**config.mk**
```make
export PLATFORM = sky130hd
export DESIGN_NAME = ct_l2c_data_sram_ctrl_flat
export DESIGN_NICKNAME = d
export VERILOG_FILES = /design/src/rtl/ct_l2c_data_sram_ctrl_pkg.sv /design/src/rtl/ct_l2c_data_sram_ctrl_if.sv /design/src/rtl/ct_l2c_data_sram_ctrl.sv /design/src/flat_wrapper.sv
export SDC_FILE = /design/constraint.sdc
export NUM_CORES = 1
export LEC_CHECK = 0
export ABC_AREA = 1
export BUFFER_PORTS_ARGS = -buffer_cell sky130_fd_sc_hd__buf_2
export CORE_AREA = 2 2 316 318
export DETAILED_ROUTE_END_ITERATION = 8
export DIE_AREA = 0 0 318 320
export HOLD_SLACK_MARGIN = 0.12
export PLACE_DENSITY = 0.34
export SKIP_CTS_REPAIR_TIMING = 1
export SLEW_MARGIN = 20
export SYNTH_ARGS = -nofsm -noshare
export SYNTH_HDL_FRONTEND = slang
export SYNTH_SLANG_ARGS = --single-unit
export TNS_END_PERCENT = 20
```
**constraint.sdc**
```tcl
create_clock -name forever_cpuclk -period 2.3 [get_ports forever_cpuclk]
set_input_delay 0.115 -clock forever_cpuclk [delete_from_list [all_inputs] [get_ports forever_cpuclk]]
set_output_delay 0.115 -clock forever_cpuclk [all_outputs]
set_load 0.05 [all_outputs]
```
**src/rtl/ct_l2c_data_sram_ctrl_pkg.sv**
```systemverilog
// Shared definitions for the L2 data-array SRAM access controller.
package ct_l2c_data_sram_ctrl_pkg;

  typedef enum logic [1:0] {
    ST_INIT    = 2'd0,
    ST_IDLE    = 2'd1,
    ST_RD_WAIT = 2'd2
  } l2c_state_e;

  localparam int unsigned RD_LAT_MIN = 1;
  localparam int unsigned RD_LAT_MAX = 4;
  localparam int unsigned LAT_CNT_W  = 3;

  // SRAM control pins when no access is in progress
  localparam logic CEN_IDLE  = 1'b1;
  localparam logic GWEN_IDLE = 1'b1;

endpackage

```
**src/rtl/ct_l2c_data_sram_ctrl_if.sv**
```systemverilog
// Request/response handshake and SRAM pin bundle for the L2 data-array controller.
interface ct_l2c_data_sram_ctrl_if #(
  parameter int unsigned ADDR_WIDTH = 14,
  parameter int unsigned DATA_WIDTH = 128
);

  logic                  req_vld;
  logic                  req_rdy;
  logic                  req_wr;
  logic [ADDR_WIDTH-1:0] req_addr;
  logic [DATA_WIDTH-1:0] req_wdata;
  logic [DATA_WIDTH-1:0] req_wmask;
  logic                  rsp_vld;
  logic [DATA_WIDTH-1:0] rsp_data;
  logic                  init_done;
  logic [ADDR_WIDTH-1:0] sram_a;
  logic                  sram_cen;
  logic                  sram_gwen;
  logic [DATA_WIDTH-1:0] sram_wen;
  logic [DATA_WIDTH-1:0] sram_d;
  logic [DATA_WIDTH-1:0] sram_q;

  // Requester plus SRAM macro side
  modport master (
    output req_vld, req_wr, req_addr, req_wdata, req_wmask, sram_q,
    input  req_rdy, rsp_vld, rsp_data, init_done,
    input  sram_a, sram_cen, sram_gwen, sram_wen, sram_d
  );

  // Controller side
  modport slave (
    input  req_vld, req_wr, req_addr, req_wdata, req_wmask, sram_q,
    output req_rdy, rsp_vld, rsp_data, init_done,
    output sram_a, sram_cen, sram_gwen, sram_wen, sram_d
  );

endinterface

```
**src/rtl/ct_l2c_data_sram_ctrl.sv**
```systemverilog
// L2 data-array single-port SRAM controller: optional zero-fill after reset,
// then one read or write per accepted request with registered SRAM pins.
module ct_l2c_data_sram_ctrl
  import ct_l2c_data_sram_ctrl_pkg::*;
#(
  parameter int unsigned ADDR_WIDTH = 14,
  parameter int unsigned DATA_WIDTH = 128,
  parameter int unsigned RD_LAT     = 1,
  parameter bit          INIT_EN    = 1'b1
) (
  input logic                   forever_cpuclk,
  input logic                   cpurst,
  ct_l2c_data_sram_ctrl_if.slave bus
);

  localparam logic [ADDR_WIDTH-1:0] ADDR_LAST = '1;

  if (RD_LAT < RD_LAT_MIN || RD_LAT > RD_LAT_MAX) begin : g_rd_lat_chk
    $error("ct_l2c_data_sram_ctrl: RD_LAT must be within 1..4");
  end

  l2c_state_e            state_q, state_d;
  logic [ADDR_WIDTH-1:0] init_cnt_q, init_cnt_d;
  logic                  init_end_q, init_end_d;
  logic [LAT_CNT_W-1:0]  lat_cnt_q, lat_cnt_d;
  logic [ADDR_WIDTH-1:0] sram_a_q, sram_a_d;
  logic                  sram_cen_q, sram_cen_d;
  logic                  sram_gwen_q, sram_gwen_d;
  logic [DATA_WIDTH-1:0] sram_wen_q, sram_wen_d;
  logic [DATA_WIDTH-1:0] sram_d_q, sram_d_d;
  logic                  rsp_vld_q, rsp_vld_d;
  logic [DATA_WIDTH-1:0] rsp_data_q, rsp_data_d;
  logic                  init_done_q, init_done_d;

  // State and output registers
  always_ff @(posedge forever_cpuclk) begin
    if (cpurst) begin
      state_q     <= ST_INIT;
      init_cnt_q  <= '0;
      init_end_q  <= 1'b0;
      lat_cnt_q   <= '0;
      sram_a_q    <= '0;
      sram_cen_q  <= CEN_IDLE;
      sram_gwen_q <= GWEN_IDLE;
      sram_wen_q  <= '1;
      sram_d_q    <= '0;
      rsp_vld_q   <= 1'b0;
      rsp_data_q  <= '0;
      init_done_q <= 1'b0;
    end else begin
      state_q     <= state_d;
      init_cnt_q  <= init_cnt_d;
      init_end_q  <= init_end_d;
      lat_cnt_q   <= lat_cnt_d;
      sram_a_q    <= sram_a_d;
      sram_cen_q  <= sram_cen_d;
      sram_gwen_q <= sram_gwen_d;
      sram_wen_q  <= sram_wen_d;
      sram_d_q    <= sram_d_d;
      rsp_vld_q   <= rsp_vld_d;
      rsp_data_q  <= rsp_data_d;
      init_done_q <= init_done_d;
    end
  end

  // Next-state and next-output decode
  always_comb begin
    state_d     = state_q;
    init_cnt_d  = init_cnt_q;
    init_end_d  = init_end_q;
    lat_cnt_d   = lat_cnt_q;
    sram_a_d    = sram_a_q;
    sram_cen_d  = CEN_IDLE;
    sram_gwen_d = GWEN_IDLE;
    sram_wen_d  = '1;
    sram_d_d    = sram_d_q;
    rsp_vld_d   = 1'b0;
    rsp_data_d  = rsp_data_q;
    init_done_d = init_done_q;

    case (state_q)
      ST_INIT: begin
        if (!INIT_EN || init_end_q) begin
          state_d     = ST_IDLE;
          init_done_d = 1'b1;
        end else begin
          sram_cen_d  = 1'b0;
          sram_gwen_d = 1'b0;
          sram_wen_d  = '0;
          sram_a_d    = init_cnt_q;
          sram_d_d    = '0;
          // Counter parks on the last address; the flag spends one cycle
          // letting the final write complete before traffic is accepted.
          if (init_cnt_q == ADDR_LAST) begin
            init_end_d = 1'b1;
          end else begin
            init_cnt_d = init_cnt_q + ADDR_WIDTH'(1);
          end
        end
      end

      ST_IDLE: begin
        if (bus.req_vld) begin
          sram_cen_d = 1'b0;
          sram_a_d   = bus.req_addr;
          if (bus.req_wr) begin
            sram_gwen_d = 1'b0;
            sram_wen_d  = ~bus.req_wmask;
            sram_d_d    = bus.req_wdata;
          end else begin
            state_d   = ST_RD_WAIT;
            lat_cnt_d = LAT_CNT_W'(RD_LAT);
          end
        end
      end

      ST_RD_WAIT: begin
        // Count reaches zero in the cycle Q is valid
        if (lat_cnt_q == '0) begin
          rsp_data_d = bus.sram_q;
          rsp_vld_d  = 1'b1;
          state_d    = ST_IDLE;
        end else begin
          lat_cnt_d = lat_cnt_q - LAT_CNT_W'(1);
        end
      end

      default: state_d = ST_INIT;
    endcase
  end

  assign bus.req_rdy   = (state_q == ST_IDLE);
  assign bus.rsp_vld   = rsp_vld_q;
  assign bus.rsp_data  = rsp_data_q;
  assign bus.init_done = init_done_q;
  assign bus.sram_a    = sram_a_q;
  assign bus.sram_cen  = sram_cen_q;
  assign bus.sram_gwen = sram_gwen_q;
  assign bus.sram_wen  = sram_wen_q;
  assign bus.sram_d    = sram_d_q;

endmodule

```
**src/flat_wrapper.sv**
```systemverilog
// flat-port wrapper written by rule: the top's interface ports become plain ports
module ct_l2c_data_sram_ctrl_flat import ct_l2c_data_sram_ctrl_pkg::*;
#(
  parameter int unsigned ADDR_WIDTH = 14,
  parameter int unsigned DATA_WIDTH = 128,
  parameter int unsigned RD_LAT     = 1,
  parameter bit          INIT_EN    = 1'b1
)
  (forever_cpuclk, cpurst, bus_req_vld, bus_req_wr, bus_req_addr, bus_req_wdata, bus_req_wmask, bus_sram_q, bus_req_rdy, bus_rsp_vld, bus_rsp_data, bus_init_done, bus_sram_a, bus_sram_cen, bus_sram_gwen, bus_sram_wen, bus_sram_d);
  ct_l2c_data_sram_ctrl_if #(.ADDR_WIDTH(ADDR_WIDTH), .DATA_WIDTH(DATA_WIDTH)) bus_i ();
  input logic forever_cpuclk;
  input logic cpurst;
  input wire logic [$bits(bus_i.req_vld)-1:0] bus_req_vld;
  input wire logic [$bits(bus_i.req_wr)-1:0] bus_req_wr;
  input wire logic [$bits(bus_i.req_addr)-1:0] bus_req_addr;
  input wire logic [$bits(bus_i.req_wdata)-1:0] bus_req_wdata;
  input wire logic [$bits(bus_i.req_wmask)-1:0] bus_req_wmask;
  input wire logic [$bits(bus_i.sram_q)-1:0] bus_sram_q;
  output wire logic [$bits(bus_i.req_rdy)-1:0] bus_req_rdy;
  output wire logic [$bits(bus_i.rsp_vld)-1:0] bus_rsp_vld;
  output wire logic [$bits(bus_i.rsp_data)-1:0] bus_rsp_data;
  output wire logic [$bits(bus_i.init_done)-1:0] bus_init_done;
  output wire logic [$bits(bus_i.sram_a)-1:0] bus_sram_a;
  output wire logic [$bits(bus_i.sram_cen)-1:0] bus_sram_cen;
  output wire logic [$bits(bus_i.sram_gwen)-1:0] bus_sram_gwen;
  output wire logic [$bits(bus_i.sram_wen)-1:0] bus_sram_wen;
  output wire logic [$bits(bus_i.sram_d)-1:0] bus_sram_d;
  assign bus_i.req_vld = bus_req_vld;
  assign bus_i.req_wr = bus_req_wr;
  assign bus_i.req_addr = bus_req_addr;
  assign bus_i.req_wdata = bus_req_wdata;
  assign bus_i.req_wmask = bus_req_wmask;
  assign bus_i.sram_q = bus_sram_q;
  assign bus_req_rdy = bus_i.req_rdy;
  assign bus_rsp_vld = bus_i.rsp_vld;
  assign bus_rsp_data = bus_i.rsp_data;
  assign bus_init_done = bus_i.init_done;
  assign bus_sram_a = bus_i.sram_a;
  assign bus_sram_cen = bus_i.sram_cen;
  assign bus_sram_gwen = bus_i.sram_gwen;
  assign bus_sram_wen = bus_i.sram_wen;
  assign bus_sram_d = bus_i.sram_d;
  ct_l2c_data_sram_ctrl #(.ADDR_WIDTH(ADDR_WIDTH), .DATA_WIDTH(DATA_WIDTH), .RD_LAT(RD_LAT), .INIT_EN(INIT_EN)) u_core (.forever_cpuclk(forever_cpuclk), .cpurst(cpurst), .bus(bus_i));
endmodule
```
# Word-level counts from Yosys, hierarchy flattened
# Cells that the tools add are included.
# W data, S select, Z words.
# word_totals
output_inout_bits	403
reg_bits	422
elab_cells	69
input_bits	402
# classes
n_bitwise	4
n_mux	29
eq_ne	10
add_sub_neg	2
n_reduce_logical	12
# ops
operator	count
$mux W128	6
$pmux W128 S2	2
$not A128 Y128	1
$mux W14	2
$pmux W14 S2	1
$add A14 B1 Y14 const B	1
$eq A14 B14 Y1 const B	1
$reduce_and A4 Y1	3
$ne A2 B2 Y1 const B	5
$mux W3	3
$mux W2	4
$mux W1	7
$pmux W2 S3	1
$pmux W3 S2	1
$reduce_and A3 Y1	2
$ne A2 B1 Y1 const B	2
$pmux W1 S2	2
$reduce_and A2 Y1	2
$reduce_bool A2 Y1	2
$logic_not A3 Y1	1
$not A1 Y1	3
$sub A3 B1 Y3 const B	1
$eq A2 B1 Y1 const B	1
$eq A2 B2 Y1 const B	1
2 further kinds	2

# Depth between registers and ports, before layout
# Gate-level depths: netlist of run 1.
# depth
depth_word	4
ltp_mapped	10
depth_no_buf	10

# Least setup slack after synthesis of run 1
# OpenSTA, ideal clock, no wires.
# synth_path
path_kind	register to register
start	register u_core.init_cnt_q[0]
end	register u_core.init_cnt_q[2]
stages_incl_launch_ff	11
t_required_ns	2.230
path_slack_ns	0.791
n_path_buf	1
t_arrival_ns	1.438
path_cell_list	dfxtp_1 -> ha_1 -> nand3_1 -> inv_1 -> nand2_2 -> inv_1 -> nand2_1 -> nand2_1 -> buf_4 -> nand2_1 -> a21oi_1
# synth_via
elab_chain_len	3
# synth_rtl
item	line_no	source
start: declaration	ct_l2c_data_sram_ctrl.sv:23	logic [ADDR_WIDTH-1:0] init_cnt_q, init_cnt_d;
start signal: assignment	ct_l2c_data_sram_ctrl.sv:52	init_cnt_q <= init_cnt_d;
branches (longest 3 deep; another with $add A14 B1 Y14)	-	
# Parallel ways; which one is timed is not known.
# A chain may end at the register's enable or synchronous reset.

# Worst setup path after layout of run 1
# layout_path
start	register u_core.state_q[0]
end	output bus_req_rdy
# layout_via
elab_chain_len	1
# layout_rtl
item	line_no	source
start: declaration	ct_l2c_data_sram_ctrl.sv:22	l2c_state_e state_q, state_d;
start signal: assignment	ct_l2c_data_sram_ctrl.sv:51	state_q <= state_d;
$eq A2 B1 Y1	ct_l2c_data_sram_ctrl.sv:132	assign bus.req_rdy = (state_q == ST_IDLE);
end: declaration	flat_wrapper.sv:19	output wire logic [$bits(bus_i.req_rdy)-1:0] bus_req_rdy;
# No other way between the ends.

==> flow_summary.toml, run 1 <==
[run_status]
run_status = "complete, no violations"

[sta]
fin_skew_ns = 0.0208
tns_ns = 0
slew_headroom_pct = 48.8
worst_pin_slew_ns = 0.765
fmax_mhz = 470
hold_ws_ns = 0.135
final_max_slew_viol_count = 0
fin_crit_ns = 2.13
hold_viol_final = 0
setup_violations = 0
rsz0062_at_grt = "false"
layout_worst_path_cycle_share_pct = 92.6

[synth]
synth.area.mux_share_pct = 0
synthSimpleGateAreaFrac_pct = 20.0
ys_types = 27
seq_area_frac_synth_pct = 59.2
synth_xor_xnor_area_share_pct = 0.368
netlist_area_um2 = 14300
yosys.area_share.adder_pct = 0.263
synth_top_family_by_area = "simple AND/OR/NAND/NOR gates"
ys_seq_elements = 422
syn_inst = 1710
ys.warnings.count = 0
synth-compound-area-share_pct = 14.7
avgSynthCellArea_um2 = 8.34
syn_nets = 2115

[global_routing]
grt_pass1_wl_um = 97000
grt_max_degree = 129
antenna_found_initial = 3
gr-usage-all-layers_pct = 12.5
grt_remaining_overflow = 0
grt_pass1_vias = 14600

[detailed_routing]
via_per_inst = 3.78
drt_iter0_drc = 840
dr.pass1.iters = 4
vias = 15900
routed_wl_um = 68700
drc = 0
wl_per_cell_um = 16.3
antenna_left = 0

[cells_and_area]
fin_nets = 3290
layout-drive-gt1-share_pct = 32.2
syn_to_final_growth_pct = 79.8
final_area_um2 = 25600
finalNonFillerCells = 4214

[place]
routabilityCongestion = 0.794
placed_cells = 3697
place_area_um2 = 19700
port_buffers = 804
dp_hpwl_um = 48100

[setup_path]
critPathRequiredTime_ns = 2.18
critPathCaptureType = "primary output"
cp.arrival_ns = 2.01
startpoint = "u_core.state_q[0]"
crit_type = "reg2out"
r2r_start = "u_core.state_q[1]"
r2r-end = "u_core.bus.sram_wen[4]"
critPathCapture = "bus_req_rdy"
r2r_setup_slack_ns = 0.28
start_kind = "flop"
r2r_cells = 8
cp_max_fo = 27

[clocking]
cts_made_buffers = 54
cts_sinks = 422
path_clk_slew_ns = 0.06
cts-root-buf = "clkbuf_16"
htreeDepth = 2
clk_path_buf_depth = 3
clk_latency_ns = 0.63
tritoncts = "built"

[power_and_ir_drop]
peakVddDrop_v = 0.000488
finalPower_uw = 18400
p_leak_uw = 0.0116
power_density_nw_per_um2 = 719

[worst_hold_path]
hold_path.class = "in2reg"

[floorplanning]
num_rows = 115
die_h_um = 320
ios = 805
start_util_pct = 14.6
fp.dieArea_um2 = 102000
die_w_um = 318
core-area_um2 = 98000

[flow_run]
maxCapViolCount = 0
## through the flow
step	util [%]	setup slack (ns)
finish	26.2	0.170
detailed placement	20.1	0.347
floorplan	-	0.791
global placement	20.1	0.331
global route	26.2	0.0156
CTS	21.9	-0.0996
## how the worst min path moves through the flow
stage / from / to / slack [ns] / depth (start not counted)
finish: bus_req_wr / u_core.state_q[0] / 0.14 / 5
global route: bus_req_vld / u_core.state_q[0] / 0.15 / 5
CTS: bus_req_wmask[111] / u_core.bus.sram_wen[111] / -0.41 / 2
detailed placement: bus_req_wmask[111] / u_core.bus.sram_wen[111] / 0.30 / 2
global placement: bus_req_wmask[111] / u_core.bus.sram_wen[111] / 0.30 / 2
floorplan: bus_req_wmask[100] / u_core.bus.sram_wen[100] / 0.21 / 1
## final cells by class
cell class	count	area (um2)
Antenna cell	3	7.51
Clock buffer	67	1460
Clock inverter	28	269
Fill cell	10800	72300
Inverter	27	109
Multi-Input combinational cell	1121	5050
Sequential cell	422	8450
Tap cell	1287	1610
Timing Repair Buffer	1259	8690
## cells in the mapped netlist, drive strengths merged
| library cell | count | area [um2] |
|---|---|---|
| a32oi | 1 | 8.76 |
| dfxtp | 422 | 8450 |
| xor2 | 3 | 26.3 |
| a31oi | 14 | 87.6 |
| nand4 | 5 | 31.3 |
| a21oi | 141 | 706 |
| clkbuf | 68 | 256 |
| buf | 72 | 418 |
| nand3 | 151 | 756 |
| nor3 | 2 | 10.0 |
| xnor2 | 3 | 26.3 |
| ha | 3 | 37.5 |
| nand3b | 1 | 7.51 |
| or2 | 1 | 6.26 |
| inv | 27 | 101 |
| o21ai | 260 | 1300 |
| nor2 | 292 | 1110 |
| nand2 | 244 | 923 |
## where the power goes
| part | internal (uW) | switching [uW] |
|---|---|---|
| clock | 4850 | 3560 |
| sequential | 7540 | 80.3 |
| combinational | 974 | 1440 |
| total | 13400 | 5090 |
## layer usage
metal / part of all wire (%) / vias to the layer above / global-route usage [%]
li1: - / 8003 / -
met1: 42 / 7368 / 14.8
met2: 49 / 474 / 21.2
met3: 6.4 / 100 / 4.13
met4: 2.6 / 0 / 4.35
met5: 0 / - / 0
## worst max-delay path, cell delays in order, from the launching register on
cell     delay, ns
dfxtp_1       0.38
inv_2         0.08
nor2_4        0.09
buf_6         0.26
buf_6         0.26
buf_2         0.30
## placed cells by master (no fill, tap or decap), types with 3 or more instances in the layout
cell type / n
xnor2_1: 3
nand4_1: 5
buf_4: 20
nor2_1: 288
nand2_1: 241
clkbuf_16: 54
o21ai_0: 245
nand3_1: 151
a21oi_1: 141
clkbuf_8: 6
clkinv_2: 18
buf_12: 15
xor2_1: 3
bufinv_16: 3
dfxtp_1: 422
inv_1: 22
ha_1: 3
a31oi_1: 14
diode_2: 3
buf_2: 803
clkbuf_1: 7
nor2_4: 3
o21ai_1: 15
dlygate4sd3_1: 419
inv_4: 3
## kinds of logic (layout without fill, tap and decap cells)
kind of cell	Yosys count	count (layout)
other	0	3
buffers and inverters	167	1381
AND/OR/NAND/NOR	696	696
AO/OA/AOI/OAI	416	416
adder cells (fa/ha/maj)	3	3
flip-flops	422	422
XOR/XNOR	6	6
## registers in the layout, summed over array words and instances, names as in the netlist
signal	count
u_core.bus.sram_gwen	1
u_core.bus.sram_a	14
u_core.bus.sram_cen	1
u_core.bus.sram_wen	128
u_core.bus.rsp_vld	1
u_core.bus.rsp_data	128
u_core.bus.init_done	1
u_core.init_cnt_q	14
u_core.init_end_q	1
u_core.state_q	2
u_core.bus.sram_d	128
u_core.lat_cnt_q	3
No activity file was read; power rests on OpenSTA's default activity.
==> inputs of run 2 (changes only) <==
--- a/config.mk
+++ b/config.mk
@@ -10,11 +10,11 @@
 export CORE_AREA = 2 2 316 318
 export DETAILED_ROUTE_END_ITERATION = 8
 export DIE_AREA = 0 0 318 320
-export HOLD_SLACK_MARGIN = 0.12
+export HOLD_SLACK_MARGIN = 0.08
 export PLACE_DENSITY = 0.34
+export RECOVER_POWER = 50
 export SKIP_CTS_REPAIR_TIMING = 1
 export SLEW_MARGIN = 20
 export SYNTH_ARGS = -nofsm -noshare
 export SYNTH_HDL_FRONTEND = slang
 export SYNTH_SLANG_ARGS = --single-unit
-export TNS_END_PERCENT = 20
==> run 2 against run 1 <==
Against the previous run: first-iteration DRC count rose by 0.83%; cell area fell by 2.2%; utilization fell by 0.57 points; sequential cell count did not move; via count barely moved; global-route usage did not move; routed wire length barely moved; critical path type unchanged; largest cell class is now registers; highest routed layer unchanged.
==> flow_summary.toml, run 2 (synthesized netlist as in run 1, its figures left out) <==
[detailed_routing]
drc = 0
wl_per_cell_um = 16.3
via_per_inst = 3.79
dr.pass1.iters = 4
antenna_left = 0
routed_wl_um = 68700
drt_iter0_drc = 847
vias = 16000

[power_and_ir_drop]
p_comb_share_pct = 12.8
seqPwrFrac_pct = 41.5
p_leak_uw = 0.0100
peakVddDrop_v = 0.000491
switching_share_pct = 27.7
clkPwrFrac_pct = 45.8
switchingPower_uw = 5090
finalPower_uw = 18400
internal-power_uw = 13300
power_density_nw_per_um2 = 733

[clocking]
htreeDepth = 2
clk_path_buf_depth = 3
cts-root-buf = "clkbuf_16"
cts_sinks = 422
path_clk_slew_ns = 0.06
clk_latency_ns = 0.63
tritoncts = "built"
cts_made_buffers = 54

[floorplanning]
ios = 805
fp.dieArea_um2 = 102000
num_rows = 115
die_h_um = 320
core-area_um2 = 98000
start_util_pct = 14.6
die_w_um = 318

[sta]
hold_viol_final = 0
slew_headroom_pct = 43.7
tns_ns = 0
final_max_slew_viol_count = 0
fin_skew_ns = 0.0200
fmax_mhz = 469
setup_slack_ns = 0.170
layout_worst_path_cycle_share_pct = 92.6
worst_pin_slew_ns = 0.849
setup_violations = 0
fin_crit_ns = 2.13
rsz0062_at_grt = "false"

[global_routing]
grt_remaining_overflow = 0
grt_pass1_wl_um = 97000
antenna_found_initial = 3
gr-usage-all-layers_pct = 12.5
grt_pass1_vias = 14600
grt_max_degree = 129

[place]
routabilityCongestion = 0.794
dp_slack_ns = 0.347
place_area_um2 = 19700
placed_cells = 3697
port_buffers = 804
dp_hpwl_um = 48100

[cells_and_area]
layout-drive-gt1-share_pct = 18.7
mostFrequentLayoutCells = "dfxtp_1, dlygate4sd3_1, buf_2, clkbuf_1, nor2_1"
fin_nets = 3284
layout_commonest_cell = "dfxtp_1"
final_area_um2 = 25100
syn_to_final_growth_pct = 75.9
fill_cells = 11000
finalNonFillerCells = 4207

[worst_hold_path]
hold_path.class = "in2reg"

[run_status]
run_status = "complete, no violations"

[setup_path]
cp.arrival_ns = 2.02
crit_type = "reg2out"
cp_max_fo = 27
critPathCaptureType = "primary output"
critPathRequiredTime_ns = 2.18
start_kind = "flop"

[flow_run]
maxCapViolCount = 0
## run 2: cell count changes in the layout (fill, tap and decap cells not counted), sizes merged
cell / previous run / this run
buf: 840 / 445
diode: 3 / 2
clkbuf: 67 / 462
dlygate4sd3: 419 / 413
## run 2: worst paths after layout
path	cells after the start	endpoint	from	slack [ns]
hold reg to reg	2	u_core.bus.sram_d[65]	u_core.bus.sram_d[65]	0.46
hold / removal	5	u_core.state_q[0]	bus_req_wr	0.14
setup reg to reg	8	u_core.init_cnt_q[8]	u_core.init_cnt_q[1]	0.39
setup / recovery	5	bus_req_rdy	u_core.state_q[0]	0.17
## run 2: critical path, cell delays in order (launching register included)
cell and delay [ns]:
dfxtp_1 0.38, inv_2 0.08, nor2_4 0.09, buf_6 0.26
buf_6 0.26, buf_2 0.30
## run 2: power by group through the flow
stage	Clock, uW	Sequential [uW]	Combinational [uW]
after floorplan	0	8520	317
after global placement	0	7770	1860
after detailed placement	0	7770	1850
after CTS	8780	7620	1850
after global routing	9100	7640	2490
final	8410	7620	2350
## run 2: through the flow
stage,util (%),hold WS [ns]
floorplan,-,0.215
global placement,20.1,0.299
detailed placement,20.1,0.300
CTS,21.9,-0.413
global route,25.6,0.154
finish,25.6,0.139
## run 2: routing by layer
layer	routed length [um]	GRT usage [%]
met4	1790	4.35
met1	28900	14.8
met3	4360	4.13
met2	33700	21.2
met5	0	0
## run 2: area by class of cell
| class | count | area, um2 | share of cell area (%) |
|---|---|---|---|
| clock inverter | 28 | 269 | 1.07 |
| sequential | 422 | 8450 | 33.7 |
| tap | 1287 | 1610 | 6.42 |
| multi-input combinational | 1121 | 5050 | 20.1 |
| inverter | 27 | 109 | 0.434 |
| timing repair buffer | 1253 | 8130 | 32.4 |
| antenna | 2 | 5.00 | 0.0200 |
| clock buffer | 67 | 1460 | 5.82 |
==> inputs of run 3 (changes only) <==
--- a/config.mk
+++ b/config.mk
@@ -6,7 +6,7 @@
 export NUM_CORES = 1
 export LEC_CHECK = 0
 export ABC_AREA = 1
-export BUFFER_PORTS_ARGS = -buffer_cell sky130_fd_sc_hd__buf_2
+export BUFFER_PORTS_ARGS = -buffer_cell sky130_fd_sc_hd__buf_4
 export CORE_AREA = 2 2 316 318
 export DETAILED_ROUTE_END_ITERATION = 8
 export DIE_AREA = 0 0 318 320
==> run 3 against run 2 <==
Against the previous run: die area did not move; clock skew fell by 0.0081 ns; sequential share of layout area is 1.4 points lower; global-route usage increased by 0.37 points; critical path depth is 1 lower; largest power group unchanged; largest cell class is now buffers; final cell count down 0.12%; register-to-register slack got worse by 0.16 ns; non-clock buffer count shrank 5; routed wire length rose by 4.1%.
==> flow_summary.toml, run 3 (synthesized netlist as in run 1, its figures left out) <==
[clocking]
path_clk_slew_ns = 0.05
clk_path_buf_depth = 3
cts_made_buffers = 54
cts-root-buf = "clkbuf_16"
cts_sinks = 422
clk_latency_ns = 0.62
htreeDepth = 2
tritoncts = "built"

[sta]
fin_skew_ns = 0.0119
tns_ns = 0
rsz0062_at_grt = "false"
final_max_slew_viol_count = 0
worst_pin_slew_ns = 0.894
fin_crit_ns = 2.08
layout_worst_path_cycle_share_pct = 90.4
slew_headroom_pct = 40.6
hold_viol_final = 0
setup_slack_ns = 0.222
fmax_mhz = 481
setup_violations = 0

[detailed_routing]
routed_wl_um = 71500
dr.pass1.iters = 4
drt_iter0_drc = 681
wl_per_cell_um = 17.0
drc = 0
via_per_inst = 3.85
vias = 16200
antenna_left = 0

[run_status]
run_status = "complete, no violations"

[global_routing]
grt_remaining_overflow = 0
grt_max_degree = 158
grt_pass1_wl_um = 99500
antenna_found_initial = 1
gr-usage-all-layers_pct = 12.9
grt_pass1_vias = 14700

[setup_path]
slowest_delay_ns = 0.36
crit_type = "reg2out"
r2r-end = "u_core.bus.sram_d[126]"
cp_max_fo = 79
path_buf_inv = 3
start_kind = "flop"
critPathCaptureType = "primary output"
r2r_cells = 7
critPathTopFamily = "buffers and inverters"
crit_cells = 4
crit_slowest_cell = "dfxtp_1"
critPathRequiredTime_ns = 2.18
r2r_start = "u_core.state_q[0]"
path_cells = "inv_1 -> nor2_4 -> buf_16 -> buf_4"
r2r_setup_slack_ns = 0.23
cp.arrival_ns = 1.96

[place]
place_area_um2 = 21600
port_buffers = 804
dp_slack_ns = 0.331
routabilityCongestion = 0.833
dp_hpwl_um = 50200

[floorplanning]
die_w_um = 318
num_rows = 115
die_h_um = 320
ios = 805
start_util_pct = 14.6
core-area_um2 = 98000
fp.dieArea_um2 = 102000

[worst_hold_path]
hold_path_depth = 5
min-delay-start = "bus_req_vld"
hold_path.class = "in2reg"
holdPathEnd = "u_core.state_q[0]"

[power_and_ir_drop]
power_density_nw_per_um2 = 733
p_leak_uw = 0.0104
peakVddDrop_v = 0.000497
finalPower_uw = 19200

[cells_and_area]
fin_nets = 3279
syn_to_final_growth_pct = 83.2
layout_commonest_cell = "dfxtp_1"
final_area_um2 = 26100
layout-drive-gt1-share_pct = 18.1
mostFrequentLayoutCells = "dfxtp_1, buf_4, clkbuf_1, dlygate4sd3_1, nor2_1"
finish.utilization_pct = 26.7

[flow_run]
maxCapViolCount = 0
-- run 3: layout make-up --
cell class	instances	area, um2
Antenna cell	1	2.50
Sequential cell	422	8450
Tap cell	1287	1610
Clock inverter	18	313
Timing Repair Buffer	1248	9060
Multi-Input combinational cell	1121	5050
Inverter	27	109
Clock buffer	78	1540
Fill cell	10900	71900
-- run 3: worst reg2reg max path, stage by stage (launching register included) --
cell,delay (ns)
dfxtp_1,0.36
inv_1,0.11
nor2_4,0.25
nand3_1,0.17
nand2_4,0.12
buf_12,0.30
nand3_1,0.50
a21oi_1,0.19
-- run 3: worst max path at each step --
stage | from | to | slack (ns)
after detailed placement | u_core.lat_cnt_q[0] | u_core.bus.rsp_vld | 0.33
after floorplan | u_core.init_cnt_q[0] | u_core.init_cnt_q[2] | 0.79
after CTS | u_core.state_q[0] | bus_req_rdy | -0.07
final | u_core.state_q[0] | bus_req_rdy | 0.22
after global routing | u_core.state_q[0] | bus_req_rdy | 0.05
after global placement | u_core.lat_cnt_q[0] | u_core.bus.rsp_vld | 0.31
-- run 3: routing by layer --
| metal | track usage (%) | share of wire [%] | routed length, um |
|---|---|---|---|
| met5 | 0 | 0 | 0 |
| met4 | 4.12 | 2.6 | 1850 |
| met3 | 5.01 | 7.2 | 5160 |
| met2 | 22.5 | 50 | 36000 |
| met1 | 14.3 | 40 | 28600 |
-- run 3: power breakdown --
| group | internal, uW | switching, uW |
|---|---|---|
| clock | 5520 | 3450 |
| sequential | 7540 | 89.3 |
| combinational | 1080 | 1470 |
-- run 3: stage by stage --
| step | hold slack, ns | std cells |
|---|---|---|
| after detailed placement | 0.302 | 3690 |
| after CTS | -0.402 | 3786 |
| after floorplan | 0.215 | 1710 |
| after global placement | 0.300 | 3690 |
| after global routing | 0.136 | 4202 |
| final | 0.146 | 4202 |
